File: src/rtl/adder_arbiter.sv
// Round-robin arbiter sharing one external 8-bit adder among NUM_REQ requesters.
// Optional subtract support (two adder passes) under ADDER_ARB_SUB_EN.
module adder_arbiter #(
  parameter int NUM_REQ = 2,
  parameter int ID_W    = 2
) (
  input  logic                 clock,
  input  logic                 reset,
  input  logic [NUM_REQ-1:0]   req_valid,
  input  logic [8*NUM_REQ-1:0] req_in1,
  input  logic [8*NUM_REQ-1:0] req_in2,
`ifdef ADDER_ARB_SUB_EN
  input  logic [NUM_REQ-1:0]   req_sub,
`endif
  output logic [NUM_REQ-1:0]   req_ready,
  output logic [NUM_REQ-1:0]   resp_valid,
  output logic [7:0]           resp_data,
  input  logic [NUM_REQ-1:0]   resp_ready,
  output logic [7:0]           add_in1,
  output logic [7:0]           add_in2,
  input  logic [7:0]           add_out
);

  typedef enum logic [1:0] {
    IDLE,
    ISSUE,
    RESP
`ifdef ADDER_ARB_SUB_EN
    , ISSUE2
`endif
  } state_t;

  state_t            state_q, state_d;
  logic [ID_W-1:0]   rr_q, rr_d;
  logic [ID_W-1:0]   id_q, id_d;
  logic [7:0]        a_q, a_d;
  logic [7:0]        b_q, b_d;
  logic [7:0]        res_q, res_d;
  logic              sub_q, sub_d;

  logic              gnt_vld;
  logic [ID_W-1:0]   gnt_id;
  logic [7:0]        sel_a;
  logic [7:0]        sel_b;
  logic              sel_sub;
  logic              own_ack;

  // Lowest index at or above rr_q wins; otherwise lowest below it.
  always_comb begin
    gnt_vld = 1'b0;
    gnt_id  = '0;
    for (int j = NUM_REQ - 1; j >= 0; j--) begin
      if (req_valid[j] && (j < int'(rr_q))) begin
        gnt_vld = 1'b1;
        gnt_id  = ID_W'(j);
      end
    end
    for (int j = NUM_REQ - 1; j >= 0; j--) begin
      if (req_valid[j] && (j >= int'(rr_q))) begin
        gnt_vld = 1'b1;
        gnt_id  = ID_W'(j);
      end
    end
  end

  always_comb begin
    sel_a   = '0;
    sel_b   = '0;
    sel_sub = 1'b0;
    own_ack = 1'b0;
    for (int j = 0; j < NUM_REQ; j++) begin
      if (gnt_id == ID_W'(j)) begin
        sel_a = req_in1[8*j +: 8];
        sel_b = req_in2[8*j +: 8];
`ifdef ADDER_ARB_SUB_EN
        sel_sub = req_sub[j];
`endif
      end
      if (id_q == ID_W'(j)) own_ack = resp_ready[j];
    end
  end

  always_comb begin
    state_d    = state_q;
    rr_d       = rr_q;
    id_d       = id_q;
    a_d        = a_q;
    b_d        = b_q;
    res_d      = res_q;
    sub_d      = sub_q;
    req_ready  = '0;
    resp_valid = '0;
    add_in1    = '0;
    add_in2    = '0;
    unique case (state_q)
      IDLE: begin
        if (gnt_vld && !reset) begin
          for (int j = 0; j < NUM_REQ; j++)
            if (gnt_id == ID_W'(j)) req_ready[j] = 1'b1;
          id_d    = gnt_id;
          a_d     = sel_a;
          b_d     = sel_b;
          sub_d   = sel_sub;
          state_d = ISSUE;
        end
      end
      ISSUE: begin
        add_in1 = a_q;
        add_in2 = sub_q ? ~b_q : b_q;
        res_d   = add_out;
`ifdef ADDER_ARB_SUB_EN
        state_d = sub_q ? ISSUE2 : RESP;
`else
        state_d = RESP;
`endif
      end
`ifdef ADDER_ARB_SUB_EN
      ISSUE2: begin
        add_in1 = res_q;
        add_in2 = 8'h01;
        res_d   = add_out;
        state_d = RESP;
      end
`endif
      RESP: begin
        for (int j = 0; j < NUM_REQ; j++)
          if (id_q == ID_W'(j)) resp_valid[j] = 1'b1;
        if (own_ack) begin
          if (int'(id_q) == NUM_REQ - 1) rr_d = '0;
          else rr_d = id_q + ID_W'(1);
          state_d = IDLE;
        end
      end
      default: state_d = IDLE;
    endcase
  end

  assign resp_data = res_q;

  always_ff @(posedge clock) begin
    if (reset) begin
      state_q <= IDLE;
      rr_q    <= '0;
      id_q    <= '0;
      a_q     <= '0;
      b_q     <= '0;
      res_q   <= '0;
      sub_q   <= 1'b0;
    end else begin
      state_q <= state_d;
      rr_q    <= rr_d;
      id_q    <= id_d;
      a_q     <= a_d;
      b_q     <= b_d;
      res_q   <= res_d;
      sub_q   <= sub_d;
    end
  end

endmodule

File: config.mk
export PLATFORM = sky130hd
export DESIGN_NAME = adder_arbiter
export DESIGN_NICKNAME = d
export VERILOG_FILES = /design/src/rtl/adder_arbiter.sv
export SDC_FILE = /design/constraint.sdc
export NUM_CORES = 1
export LEC_CHECK = 0
export CAP_MARGIN = 20
export CORE_MARGIN = 5
export CORE_UTILIZATION = 40
export CTS_BUF_LIST = sky130_fd_sc_hd__clkbuf_8 sky130_fd_sc_hd__clkbuf_16
export CTS_CLUSTER_DIAMETER = 40
export CTS_CLUSTER_SIZE = 14
export DETAILED_ROUTE_END_ITERATION = 16
export PLACE_DENSITY = 0.79
export SLEW_MARGIN = 30
export SYNTH_ARGS = -nofsm -noshare
export SYNTH_HDL_FRONTEND = slang
export SYNTH_SLANG_ARGS = --single-unit
File: constraint.sdc
create_clock -name clock -period 2.4 [get_ports clock]
set_clock_uncertainty 0.1 [all_clocks]
set_input_delay 0.48 -clock clock [delete_from_list [all_inputs] [get_ports clock]]
set_output_delay 0.48 -clock clock [all_outputs]
set_load 0.03 [all_outputs]
==> flow_summary.toml <==
[setup_path]
reg2reg_depth = 4
ff2ff_setup_slack_ns = 0.85
worstSetupPathType = "reg -> out"
cp_max_fo = 8
crit_path_end_kind = "primary output"
crit-reg2reg-launch = "state_q[0]"
start_kind = "flop"
arrival_ns = 1.67
r2r_end = "resp_data[4]"
required_ns = 1.82

[clock_network]
htreeDepth = 1
clk_latency_ns = 0.26
cts_hold_buf = 0
cts_tree = "built"
clock-sinks = 28
clockBufferDepth = 2
numCtsBuffers = 3
clkTransAtPathRegs_ns = 0.09
cts_setup_buffers = 0
postCtsResizedCells = 0
root_buffer = "clkbuf_8"

[placed_design]
dp_slack_ns = 0.164
portBuffers = 73
dp_cells = 285
hpwl_microns = 3040
gp_congestion = 0.791
dpl-instance-area_sq_um = 2250

[die]
die_height_microns = 71.5
die_x_microns = 71.5
initial_core_util_pct = 41.4
dieArea_sq_um = 5120
row_count = 22
pin_count = 74
fp.coreArea_sq_um = 3660

[timing]
max_slew_margin_pct = 68.1
min_period_ns = 2.25
setup_violations = 0
worst_pin_slew_ns = 0.478
fin_crit_sh_pct = 93.6
max_clock_freq_mhz = 445
hold_viol = 0
rsz0062_at_grt = "no"
fin_tns_setup_ns = 0
fin_hold_ws_ns = 0.357
timing.final.ws_setup_ns = 0.153
drv_slew = 0

[grt]
global_route.usage.met1_pct = 21.1
gr-total-overflow = 0
grt_pass1_wl_microns = 6580
antenna_found_initial = 0
grt_usage_pct = 15.5
grtUsageMet3_pct = 3.93
grt_busiest_layer = "met2"
grt_start_max_net_pins = 28
grt_pass1_vias = 1378
gr-usage-met2_pct = 24.7

[layout]
final_common_cell = "clkdlybuf4s50_1"
fin_util_pct = 63.1
area_delta_synth_final_pct = 52.6
fin_area_sq_um = 2310
final_cell_mix = "clkdlybuf4s50_1, dfxtp_1, buf_4"
final_nets = 288
stdcell_count = 289
antenna_cells = 0
drive_above_1_share_pct = 18.3

[run]
maxCapViolCount = 0

[pwr]
powerDensity_nw_per_um2 = 518
p_int_uw = 846
power.share.combinational_pct = 31.6
p_seq_share_pct = 44.4
p_leak_nw = 0.839
power.share.clock_pct = 23.9
p_switching_uw = 351
p_sw_share_pct = 29.3
power_mw = 1.20
ir_worst_vdd_mv = 0.240

[worst_hold_path]
holdPathStages = 2
hold_path.startpoint = "resp_data[6]"
min_path_type = "reg -> reg"
hold_end = "resp_data[6]"

[detailed_routing]
drtIter0Drc = 73
firstDrtPassIters = 4
via_per_inst = 5.04
ant_nets = 0
drc = 0
wl_per_cell_microns = 13.9
drt_wl_total_microns = 4010
vias = 1457

[synth]
ys_seq_elements = 28
syn_nets = 217
yosys-top-cells-area = "dfxtp_1, nand3b_1, a21oi_1"
synth-seq-area-share_pct = 37.0
syn_area_sq_um = 1510
syn_inst = 171
avgSynthCellArea_sq_um = 8.85
synthDistinctLibCells = 28
synth_area_leader_cell = "dfxtp_1"
yosysWarningCount = 0
synth.top_cell.area_share_pct = 37.0

[status]
status = "completed"
## cells in the mapped netlist
| master | instances |
|---|---|
| dfxtp_1 | 28 |
| a21oi_1 | 26 |
| nand3b_1 | 18 |
| nand2_1 | 17 |
| and2_1 | 16 |
| o21ai_0 | 16 |
| clkbuf_1 | 11 |
| a311oi_1 | 8 |
| a311oi_2 | 7 |
| buf_6 | 3 |
| and3b_1 | 2 |
| buf_2 | 2 |
| nor3b_1 | 2 |
| a21boi_0 | 1 |
| a311oi_4 | 1 |
| and2_4 | 1 |
| and2b_1 | 1 |
| buf_12 | 1 |
| buf_4 | 1 |
| inv_1 | 1 |
| mux2i_1 | 1 |
| nand2b_1 | 1 |
| nor2b_1 | 1 |
| nor3_4 | 1 |
| o21a_1 | 1 |
| o21ba_2 | 1 |
| o21bai_1 | 1 |
| or2_0 | 1 |
## layer usage
metal | vias up | wire (microns) | share of wire [%]
met2 | 60 | 1830 | 46
li1 | 759 | - | -
met1 | 636 | 1830 | 46
met4 | 0 | 29 | 0.72
met5 | - | 0 | 0
met3 | 2 | 320 | 8.0
## area by class of cell
| cell class | count | area, sq um |
|---|---|---|
| Timing Repair Buffer | 84 | 793 |
| Sequential cell | 28 | 561 |
| Fill cell | 318 | 1350 |
| Multi-Input combinational cell | 124 | 837 |
| Inverter | 1 | 3.75 |
| Tap cell | 48 | 60.1 |
| Clock buffer | 4 | 55.1 |
## cells by family (layout without fill, tap and decap cells)
logic type / count (synthesis) / count (layout) / share of synthesized area [%]
AO/OA/AOI/OAI: 62 / 62 / 29.3
AND/OR/NAND/NOR: 61 / 61 / 25.3
flip-flops: 28 / 28 / 37.0
buffers and inverters: 19 / 89 / 7.69
multiplexers: 1 / 1 / 0.661
## power by group through the flow
| stage | logic [mW] | registers (mW) | clock network, mW |
|---|---|---|---|
| after floorplan | 0.218 | 0.552 | 0 |
| after global placement | 0.376 | 0.542 | 0 |
| after detailed placement | 0.381 | 0.543 | 0 |
| after CTS | 0.382 | 0.532 | 0.292 |
| after global routing | 0.411 | 0.539 | 0.313 |
| final | 0.379 | 0.532 | 0.286 |
## sequential cells by signal, summed over array words and instances (netlist names)
register / count
a_q: 8
b_q: 8
id_q: 1
resp_data: 8
rr_q: 1
state_q: 2
## worst max path at each step
stage               endpoint  cells after the start          from
2_1_floorplan   req_ready[1]                      3         reset
3_3_place_gp    req_ready[0]                      5  req_valid[1]
3_5_place_dp    req_ready[0]                      5  req_valid[1]
4_1_cts        resp_valid[0]                      2    state_q[1]
5_1_grt         req_ready[1]                      4         reset
6_report       resp_valid[0]                      2    state_q[1]
## worst max-delay path, stage by stage, from the launching register on
cell	delay [ns]
dfxtp_1	0.49
nor3b_1	0.21
clkdlybuf4s50_1	0.70
No activity file was read; power rests on OpenSTA's default activity.
